## config.mk

```make
export PLATFORM = sky130hd
export DESIGN_NAME = calc_ctrl
export DESIGN_NICKNAME = d
export VERILOG_FILES = /design/src/rtl/calc_pkg.sv /design/src/rtl/calc_mul.sv /design/src/rtl/calc_ctrl.sv
export SDC_FILE = /design/constraint.sdc
export NUM_CORES = 1
export LEC_CHECK = 0
export ABC_AREA = 1
export BUFFER_PORTS_ARGS = -buffer_cell sky130_fd_sc_hd__buf_2
export CAP_MARGIN = 20
export CORE_ASPECT_RATIO = 1.2
export CORE_MARGIN = 2
export CORE_UTILIZATION = 42
export CTS_CLUSTER_SIZE = 16
export DETAILED_ROUTE_END_ITERATION = 10
export SLEW_MARGIN = 20
export SYNTH_ARGS = -nofsm -noshare
export SYNTH_HDL_FRONTEND = slang
export SYNTH_SLANG_ARGS = --single-unit
export TNS_END_PERCENT = 5
```

## constraint.sdc

```tcl
create_clock -name clk_in -period 10.49 [get_ports clk_in]
set_clock_uncertainty 0.05 [all_clocks]
set_input_delay 2.098 -clock clk_in [delete_from_list [all_inputs] [get_ports clk_in]]
set_output_delay 2.098 -clock clk_in [all_outputs]
set_load 0.03 [all_outputs]
```

## src/rtl/calc_pkg.sv

```systemverilog
// Shared types, ASCII constants and the keypad layout for the calculator.
package calc_pkg;

    typedef enum logic [1:0] {S_A, S_B, S_CALC, S_DONE} state_t;
    typedef enum logic [1:0] {OP_NONE, OP_ADD, OP_SUB, OP_MUL} op_t;

    localparam logic [7:0] CH_NONE  = 8'h00;
    localparam logic [7:0] CH_0     = 8'h30;
    localparam logic [7:0] CH_9     = 8'h39;
    localparam logic [7:0] CH_PLUS  = 8'h2B;
    localparam logic [7:0] CH_MINUS = 8'h2D;
    localparam logic [7:0] CH_STAR  = 8'h2A;
    localparam logic [7:0] CH_EQ    = 8'h3D;
    localparam logic [7:0] CH_CLR   = 8'h43;

    // Button character at (row, col); the blank cell returns CH_NONE.
    function automatic logic [7:0] key_at(input logic [1:0] row, input logic [1:0] col);
        logic [7:0] ch;
        case ({row, col})
            4'h0: ch = 8'h31;
            4'h1: ch = 8'h32;
            4'h2: ch = 8'h33;
            4'h3: ch = CH_PLUS;
            4'h4: ch = 8'h34;
            4'h5: ch = 8'h35;
            4'h6: ch = 8'h36;
            4'h7: ch = CH_MINUS;
            4'h8: ch = 8'h37;
            4'h9: ch = 8'h38;
            4'hA: ch = 8'h39;
            4'hB: ch = CH_STAR;
            4'hC: ch = CH_CLR;
            4'hD: ch = CH_0;
            4'hE: ch = CH_EQ;
            default: ch = CH_NONE;
        endcase
        return ch;
    endfunction

endpackage

```

## src/rtl/calc_mul.sv

```systemverilog
// Start/done shift-add multiplier; done and product are presented combinationally on the last step.
module calc_mul
    import calc_pkg::*;
#(
    parameter int unsigned W = 8
) (
    input  logic           clk_in,
    input  logic           sys_rst_n,
    input  logic           i_clr,
    input  logic           i_start,
    input  logic [W-1:0]   i_a,
    input  logic [W-1:0]   i_b,
    output logic           o_done_c,
    output logic [2*W-1:0] o_product_c
);

    localparam int unsigned PW    = 2 * W;
    localparam int unsigned CNT_W = $clog2(W + 1);

    logic [PW-1:0]    r_mcand;
    logic [W-1:0]     r_mplier;
    logic [PW-1:0]    r_acc;
    logic [CNT_W-1:0] r_cnt;
    logic             r_busy;
    logic [PW-1:0]    w_acc_next;

    assign w_acc_next  = r_acc + (r_mplier[0] ? r_mcand : '0);
    assign o_done_c    = r_busy && (r_cnt == CNT_W'(W - 1));
    assign o_product_c = w_acc_next;

    always_ff @(posedge clk_in or negedge sys_rst_n) begin
        if (!sys_rst_n) begin
            r_mcand  <= '0;
            r_mplier <= '0;
            r_acc    <= '0;
            r_cnt    <= '0;
            r_busy   <= 1'b0;
        end else if (i_clr) begin
            r_busy <= 1'b0;
        end else if (i_start) begin
            r_mcand  <= PW'(i_a);
            r_mplier <= i_b;
            r_acc    <= '0;
            r_cnt    <= '0;
            r_busy   <= 1'b1;
        end else if (r_busy) begin
            r_acc    <= w_acc_next;
            r_mcand  <= r_mcand << 1;
            r_mplier <= r_mplier >> 1;
            r_cnt    <= r_cnt + CNT_W'(1);
            if (o_done_c) r_busy <= 1'b0;
        end
    end

endmodule

```

## src/rtl/calc_ctrl.sv

```systemverilog
// Calculator controller: keypad cursor, operand entry, operator selection and result.
module calc_ctrl
    import calc_pkg::*;
#(
    parameter int unsigned OPERAND_W = 8
) (
    input  logic                   clk_in,
    input  logic                   sys_rst_n,
    input  logic                   key_up,
    input  logic                   key_down,
    input  logic                   key_left,
    input  logic                   key_right,
    input  logic                   key_sel,
    output logic [3:0]             cursor_x,
    output logic [3:0]             cursor_y,
    output logic [7:0]             input_val,
    output logic [7:0]             op_char,
    output logic [2*OPERAND_W-1:0] result,
    output logic                   calc_done,
    output logic                   busy
);

    localparam int unsigned RES_W = 2 * OPERAND_W;
    localparam int unsigned ACC_W = OPERAND_W + 4;

    state_t               r_state;
    op_t                  r_op;
    logic [1:0]           r_cur_x;
    logic [1:0]           r_cur_y;
    logic [OPERAND_W-1:0] r_a;
    logic [OPERAND_W-1:0] r_b;

    logic [7:0]           w_key;
    logic [3:0]           w_digit;
    logic                 w_is_digit;
    logic                 w_is_op;
    logic                 w_is_eq;
    logic                 w_is_clr;
    op_t                  w_op;
    logic [OPERAND_W-1:0] w_acc_sel;
    logic [ACC_W-1:0]     w_acc_next;
    logic                 w_fits;
    logic                 w_start;
    logic                 w_mul_done;
    logic [RES_W-1:0]     w_mul_prod;
    logic [RES_W-1:0]     w_sum;
    logic [RES_W-1:0]     w_diff;

    assign w_key      = key_at(r_cur_y, r_cur_x);
    assign w_digit    = 4'(w_key - CH_0);
    assign w_is_digit = key_sel && (w_key >= CH_0) && (w_key <= CH_9);
    assign w_is_op    = key_sel && ((w_key == CH_PLUS) || (w_key == CH_MINUS) || (w_key == CH_STAR));
    assign w_is_eq    = key_sel && (w_key == CH_EQ);
    assign w_is_clr   = key_sel && (w_key == CH_CLR);

    always_comb begin
        w_op = OP_NONE;
        case (w_key)
            CH_PLUS:  w_op = OP_ADD;
            CH_MINUS: w_op = OP_SUB;
            CH_STAR:  w_op = OP_MUL;
            default:  w_op = OP_NONE;
        endcase
    end

    // Digit accumulation is dropped when the new value would not fit the operand.
    assign w_acc_sel  = (r_state == S_A) ? r_a : r_b;
    assign w_acc_next = ACC_W'(w_acc_sel) * ACC_W'(10) + ACC_W'(w_digit);
    assign w_fits     = (w_acc_next[ACC_W-1:OPERAND_W] == '0);

    assign w_sum   = RES_W'(r_a) + RES_W'(r_b);
    assign w_diff  = (r_a >= r_b) ? RES_W'(r_a - r_b) : '0;
    assign w_start = (r_state == S_B) && w_is_eq && (r_op == OP_MUL);

    assign cursor_x = {2'b00, r_cur_x};
    assign cursor_y = {2'b00, r_cur_y};

    calc_mul #(.W(OPERAND_W)) u_mul (
        .clk_in      (clk_in),
        .sys_rst_n   (sys_rst_n),
        .i_clr       (w_is_clr),
        .i_start     (w_start),
        .i_a         (r_a),
        .i_b         (r_b),
        .o_done_c    (w_mul_done),
        .o_product_c (w_mul_prod)
    );

    always_ff @(posedge clk_in or negedge sys_rst_n) begin
        if (!sys_rst_n) begin
            r_state   <= S_A;
            r_op      <= OP_NONE;
            r_cur_x   <= '0;
            r_cur_y   <= '0;
            r_a       <= '0;
            r_b       <= '0;
            input_val <= CH_NONE;
            op_char   <= CH_NONE;
            result    <= '0;
            calc_done <= 1'b0;
            busy      <= 1'b0;
        end else begin
            if (key_up)         r_cur_y <= r_cur_y - 2'd1;
            else if (key_down)  r_cur_y <= r_cur_y + 2'd1;
            else if (key_left)  r_cur_x <= r_cur_x - 2'd1;
            else if (key_right) r_cur_x <= r_cur_x + 2'd1;

            if (w_is_clr) begin
                r_state   <= S_A;
                r_op      <= OP_NONE;
                r_a       <= '0;
                r_b       <= '0;
                input_val <= CH_NONE;
                op_char   <= CH_NONE;
                result    <= '0;
                calc_done <= 1'b0;
                busy      <= 1'b0;
            end else begin
                case (r_state)
                    S_A: begin
                        if (w_is_digit) begin
                            input_val <= w_key;
                            if (w_fits) r_a <= OPERAND_W'(w_acc_next);
                        end else if (w_is_op) begin
                            r_op    <= w_op;
                            op_char <= w_key;
                            r_state <= S_B;
                        end
                    end
                    S_B: begin
                        if (w_is_digit) begin
                            input_val <= w_key;
                            if (w_fits) r_b <= OPERAND_W'(w_acc_next);
                        end else if (w_is_op) begin
                            r_op    <= w_op;
                            op_char <= w_key;
                        end else if (w_is_eq) begin
                            busy    <= 1'b1;
                            r_state <= S_CALC;
                        end
                    end
                    S_CALC: begin
                        if (r_op == OP_MUL) begin
                            if (w_mul_done) begin
                                result    <= w_mul_prod;
                                calc_done <= 1'b1;
                                busy      <= 1'b0;
                                r_state   <= S_DONE;
                            end
                        end else begin
                            result    <= (r_op == OP_SUB) ? w_diff : w_sum;
                            calc_done <= 1'b1;
                            busy      <= 1'b0;
                            r_state   <= S_DONE;
                        end
                    end
                    S_DONE: begin
                        if (w_is_digit) begin
                            r_a       <= OPERAND_W'(w_digit);
                            r_b       <= '0;
                            r_op      <= OP_NONE;
                            op_char   <= CH_NONE;
                            result    <= '0;
                            calc_done <= 1'b0;
                            input_val <= w_key;
                            r_state   <= S_A;
                        end
                    end
                    default: r_state <= S_A;
                endcase
            end
        end
    end

endmodule

```

=== After elaboration in Yosys (flattened, before gate mapping) ===
Memories as Yosys holds them, arrays and structs flattened.
Cells that the tools add are included.
Widths: inputs -> output; s select.

* Register bits: 103
* ROM bits: 112
* Bits of input ports: 7
* Word-level logic and storage cells: 158
* Memories: 1

* Add/sub/neg operators: 10
* $mul: 1
* Order comparisons: 3
* Eq/ne operators: 24
* Multiplexer cells: 67
* Bitwise gates (word level): 3
* Reduce and logical (&&, ||, !) cells: 33

{| class="wikitable"
|+ Memory list
! memory !! depth !! width !! rd ports !! clocked after Yosys merged registers in !! write ports !! RTL line !! source
|-
| (name not given) || 16 || 7 || 1 || 0 || 0 || calc_pkg.sv:19 || <nowiki>case ({row, col})</nowiki>
|}

{| class="wikitable"
|+ Operators with widths
! cell !! number
|-
| $mux 16 || 11
|-
| $mux 8 || 15
|-
| $pmux 8 s2 || 3
|-
| $ne 3x2->1 const B || 11
|-
| $eq 8x6->1 const B || 4
|-
| $mux 2 || 16
|-
| $pmux 16 s2 || 1
|-
| $add 16x16->16 || 1
|-
| $reduce_bool 3->1 || 5
|-
| $mux 1 || 14
|-
| $add 12x4->12 || 1
|-
| $reduce_and 4->1 || 3
|-
| $mul 8x3->11 const B || 1
|-
| $reduce_bool 2->1 || 5
|-
| $add 8x8->9 || 1
|-
| $sub 8x8->9 || 1
|-
| $eq 2x2->1 const B || 4
|-
| $eq 8x7->1 const B || 1
|-
| $ge 8x6->1 const B || 1
|-
| $ge 8x8->1 || 1
|-
| $le 8x6->1 const B || 1
|-
| $logic_and 1x1->1 || 8
|-
| $mux 4 || 2
|-
| $pmux 2 s4 || 1
|-
| other kinds (21) || 29
|}

=== Longest topological paths before layout ===
* Word-level depth: 9
* Gate-level depth with buffers: 21
* Mapped depth without buffers: 19

=== Modules after synthesis ===
Synthesis repeated with hierarchy kept, for this count alone.

* Cell total of the unflattened synthesis: 1,016
* Area, all modules: 7,468.4 um^2

{| class="wikitable"
|+ Modules (own cells, without submodules)
! module !! instances !! cells an instance !! area each (um^2) !! seq. area each (um^2)
|-
| calc_ctrl || 1 || 620 || 4,630.7 || 1,401.3
|-
| calc_mul || 1 || 396 || 2,837.7 || 1,126.1
|}

=== Least setup slack after synthesis ===
Ideal clock, no wire load.

* Kind: register to register
* Start: reg r_state[0]
* End: reg r_a[1]
* Library setup time: 0.117 ns
* Arrival time: 3.494 ns
* Slack: 6.829 ns
* Stages on the path, launching flop included: 20
* Buffers on the path: 2
* Period minus slack after synthesis: 3.661 ns
* Cell sequence: dfrtp_1 -> inv_1 -> ha_1 -> clkbuf_1 -> clkbuf_1 -> o21ai_0 -> ha_1 -> ha_1 -> fa_1 -> nand2_1 -> nor2_1 -> nand2_1 -> a21oi_1 -> nand2_1 -> nand2_1 -> nand3_1 -> o21ai_4 -> nand2_4 -> nand2_1 -> nand2_1

* Word-level cells in the longest chain between the ends: 8

{| class="wikitable"
|+ RTL lines
! what !! RTL line !! source
|-
| from (decl) || calc_ctrl.sv:26 || <nowiki>state_t r_state;</nowiki>
|-
| from (signal assigned) || calc_ctrl.sv:91 || <nowiki>r_state <= S_A;</nowiki>
|-
| from (signal assigned) || calc_ctrl.sv:109 || <nowiki>r_state <= S_A;</nowiki>
|-
| from (signal assigned) || calc_ctrl.sv:127 || <nowiki>r_state <= S_B;</nowiki>
|-
| $logic_not 2->1 || calc_ctrl.sv:67, calc_ctrl.sv:119 ||
|-
| $mux 8 || calc_ctrl.sv:67 || <nowiki>assign w_acc_sel = (r_state == S_A) ? r_a : r_b;</nowiki>
|-
| $mul 8x3->11 || calc_ctrl.sv:68 || <nowiki>assign w_acc_next = ACC_W'(w_acc_sel) * ACC_W'(10) + ACC_W'(w_digit);</nowiki>
|-
| $add 12x4->12 || calc_ctrl.sv:68 ||
|-
| $mux 8 || calc_ctrl.sv:123 || <nowiki>if (w_fits) r_a <= OPERAND_W'(w_acc_next);</nowiki>
|-
| $mux 8 || n/a ||
|-
| $pmux 8 s2 || calc_ctrl.sv:119 || <nowiki>case (r_state)</nowiki>
|-
| $mux 8 || calc_ctrl.sv:108 || <nowiki>if (w_is_clr) begin</nowiki>
|-
| to (signal assigned) || calc_ctrl.sv:123 ||
|-
| to (signal assigned) || calc_ctrl.sv:159 || <nowiki>r_a <= OPERAND_W'(w_digit);</nowiki>
|-
| to (decl) || calc_ctrl.sv:30 || <nowiki>logic [OPERAND_W-1:0] r_a;</nowiki>
|}

Parallel ways exist; a longest one is shown, timed or not. The select of a mux whose other input is x is not followed.
A chain may end at the register's enable or synchronous reset.

=== Worst setup path in the final report ===
* Start: reg r_state[0]
* End: reg r_b[5]

* Word-level cells in the longest chain between the ends: 8

{| class="wikitable"
|+ RTL lines
! what !! RTL line !! source
|-
| $logic_not 2->1 || calc_ctrl.sv:67 ||
|-
| $mux 8 || calc_ctrl.sv:67 ||
|-
| $mul 8x3->11 || calc_ctrl.sv:68 ||
|-
| $add 12x4->12 || calc_ctrl.sv:68 ||
|-
| $mux 8 || calc_ctrl.sv:133 || <nowiki>if (w_fits) r_b <= OPERAND_W'(w_acc_next);</nowiki>
|-
| $mux 8 || calc_ctrl.sv:131 || <nowiki>if (w_is_digit) begin</nowiki>
|-
| $pmux 8 s2 || calc_ctrl.sv:119 ||
|-
| $mux 8 || calc_ctrl.sv:108 ||
|-
| to (signal assigned) || calc_ctrl.sv:133 ||
|-
| to (decl) || calc_ctrl.sv:31 || <nowiki>logic [OPERAND_W-1:0] r_b;</nowiki>
|}

Parallel ways exist; a longest one is shown, timed or not. The select of a mux whose other input is x is not followed.

==> results.sh <==
export IMPL_run_status="complete, no violations"
export IMPL_cts_root_buf="clkbuf_16"
export IMPL_htreeDepth=3
export IMPL_dpl_worst_slack_ps=6420
export IMPL_core_area_um2=16300
export IMPL_maxSlewViolCount=0
export IMPL_layout_min_cycle_time_ps=4160
export IMPL_reg2regPathDepth=17
export IMPL_ys_ff_latch=101
export IMPL_synth_top_cell_area_share=0.361
export IMPL_startpoint_type="flip-flop"
export IMPL_dieArea_um2=17700
export IMPL_postCtsHoldBufs=0
export IMPL_maxCapViolCount=0
export IMPL_post_cts_buffers=0
export IMPL_synth_edf_count=0
export IMPL_synth_flop_cell="dfrtp_1"
export IMPL_critPathArrivalTime_ps=4370
export IMPL_rsz0062_at_grt="no"
export IMPL_leakagePower_uw=0.00425
export IMPL_power_uw=2560
export IMPL_reg2reg_to="r_b[5]$_DFFE_PN0P_"
export IMPL_setup_viol=0
export IMPL_syn_area_um2=6990
export IMPL_hold_slack_ps=421
export IMPL_hold_viol=0
export IMPL_avgSynthCellArea_um2=7.49
export IMPL_vdd_drop_max_v=0.000251
export IMPL_placementRows=51
export IMPL_drt_iter0_markers=324
export IMPL_die_h_um=145
export IMPL_via_per_inst=5.08
export IMPL_synth_cells=933
export IMPL_final_layout_size_suffix_gt1_frac=0.102
export IMPL_cts_tree="done"
export IMPL_place_gp_congestion=0.947
export IMPL_setup_tns_final_ps=0
export IMPL_diodes=0
export IMPL_critPathKind="reg2reg"
export IMPL_dp_hpwl_um=13300
export IMPL_period_share=0.397
export IMPL_start_util=0.430
export IMPL_grt_pass1_wl_um=28500
export IMPL_cts_buffers=9
export IMPL_fillers=1685
export IMPL_worst_slack_ps=6330
export IMPL_rr_startpoint="r_state[0]$_DFFE_PN0P_"
export IMPL_worstMarginPinSlew_ps=838
export IMPL_reg2reg_slack_ps=6330
export IMPL_endpoint_kind="flip-flop"
export IMPL_nets=1035
export IMPL_cts_buffer_depth=2
export IMPL_avgRoutedWirePerCell_um=14.7
export IMPL_place_area_um2=7340
export IMPL_track_usage=0.202
export IMPL_vias=6009
export IMPL_area_growth_pct=9.27
export IMPL_ys_types=49
export IMPL_cts_sinks=101
export IMPL_design_area_um2=7640
export IMPL_hold_class="reg2reg"
export IMPL_io_pins=49
export IMPL_antenna_found_initial=0
export IMPL_ant_nets=0
export IMPL_endpoint="r_b[5]$_DFFE_PN0P_"
export IMPL_crit_required_ps=10700
export IMPL_powerDensity_nw_per_um2=335
export IMPL_async_reset_ff_frac=1.00
export IMPL_grt_pass1_vias=5680
export IMPL_wl_um=17400
export IMPL_fmax_mhz=240
export IMPL_setup_worst_path_start="r_state[0]$_DFFE_PN0P_"
export IMPL_crit_fanout=18
export IMPL_die_w_um=122
export IMPL_dr_pass1_iters=5
export IMPL_clock_latency_ps=360
export IMPL_synth_area_leaders="dfrtp_1, nand2_1, ha_1, inv_1, nand3_1"
export IMPL_portBuffers=42
export IMPL_yosys_area_top_type="dfrtp_1"
export IMPL_clk_pin_slew_ps=80
export IMPL_grt_max_degree=66
export IMPL_drcViolationCount=0
export IMPL_yosysWarnings=0
export IMPL_grt_ovfl_total=0
export IMPL_cts_repair_resized=0
export IMPL_slew_headroom=0.441
export IMPL_synth_seq_area_share=0.361
==> metal layers <==
metal	vias to the layer above	part of all wire	track usage
met5	-	0	0
met4	0	0.016	0.0592
met3	18	0.027	0.0259
met2	90	0.50	0.347
met1	2821	0.46	0.266
li1	3080	-	-
==> state kept, by name (all words and copies together) (netlist names) <==
name,count
result,16
r_b,8
op_char,7
input_val,7
calc_done,1
u_mul.r_mcand,16
u_mul.r_mplier,8
u_mul.r_busy,1
u_mul.r_acc,16
r_a,8
r_state,2
u_mul.r_cnt,4
r_cur_y,2
r_op,2
r_cur_x,2
busy,1
==> kinds of logic after synthesis <==
kind of cell,count (synthesis),synth area share
adders and majority gates,61,0.115
buffers and inverters,133,0.0803
AOI/OAI and AO/OA,138,0.119
xor gates and xnor gates,29,0.0363
and+or+nand+nor,470,0.287
DFF,101,0.361
other,1,0.000536
==> power breakdown <==
part | internal (uW) | leakage [uW] | switching (uW) | total (uW)
Combinational | 541 | 0.00283 | 1100 | 1640
Sequential | 486 | 0.00128 | 91.8 | 578
Clock | 167 | 0.000141 | 172 | 339
==> per-stage QoR <==
stage	util	instances
after floorplan	-	938
after global placement	0.451	1168
after detailed placement	0.451	1168
after CTS	0.470	1184
after global routing	0.470	1184
final	0.470	1184
==> how the worst min path moves through the flow <==
| stage | startpoint | end | cells past startpoint |
|---|---|---|---|
| 2_1_floorplan | u_mul.r_acc[5]$_DFFE_PN0P_ | u_mul.r_acc[5]$_DFFE_PN0P_ | 2 |
| 4_1_cts | op_char[2]$_DFFE_PN0P_ | op_char[2]$_DFFE_PN0P_ | 2 |
| 5_1_grt | result[9]$_DFFE_PN0P_ | result[9]$_DFFE_PN0P_ | 2 |
| 6_report | op_char[0]$_DFFE_PN0P_ | op_char[0]$_DFFE_PN0P_ | 2 |
| 3_5_place_dp | op_char[2]$_DFFE_PN0P_ | op_char[2]$_DFFE_PN0P_ | 2 |
| 3_3_place_gp | input_val[0]$_DFFE_PN0P_ | input_val[0]$_DFFE_PN0P_ | 2 |
==> layout make-up <==
cell class	instances	area, um^2	share of cell area
multi-input cells	704	3920	0.513
flip-flops and latches	101	2530	0.331
inverters	108	410	0.0537
well taps	212	265	0.0347
clock buffers	9	225	0.0295
repair buffers	43	220	0.0288
clock inverters	7	70.1	0.00917
==> cells in the final DEF (no fill, tap or decap), types with 4 or more instances in the layout <==
cell / n
a21o_1: 5
xor2_1: 22
inv_1: 95
xnor2_1: 7
nand3_1: 67
nand2_2: 7
nand2_4: 4
o21ai_0: 45
nand4_1: 5
o22ai_1: 10
o21ai_4: 4
nor2_1: 52
dfrtp_1: 101
o21ai_1: 6
nand2_1: 315
o211ai_1: 7
a21oi_1: 42
clkbuf_16: 9
buf_2: 41
conb_1: 6
nor3_1: 7
fa_1: 5
inv_2: 10
ha_1: 56
==> cell usage after synthesis, types with 6 or more instances <==
| master | instances |
|---|---|
| nand2_1 | 315 |
| dfrtp_1 | 101 |
| inv_1 | 95 |
| nand3_1 | 67 |
| ha_1 | 56 |
| nor2_1 | 52 |
| o21ai_0 | 45 |
| a21oi_1 | 42 |
| xor2_1 | 22 |
| inv_2 | 10 |
| o22ai_1 | 10 |
| clkbuf_1 | 8 |
| buf_2 | 7 |
| buf_4 | 7 |
| nand2_2 | 7 |
| nor3_1 | 7 |
| o211ai_1 | 7 |
| xnor2_1 | 7 |
| o21ai_1 | 6 |
==> critical path, cell delays in order (launching register included) <==
cell and delay, ps:
dfrtp_1 420, inv_1 90, ha_1 400, o21ai_0 560, ha_1 340, ha_1 220, fa_1 570, nand2_1 90
nor2_1 100, nand2_1 70, a21oi_1 190, nand2_1 100, nand2_1 70, nand3_1 190, o21ai_4 340, nand2_4 130
nand2_1 90, nand2_1 50
Power figures use the tool's default switching activity.
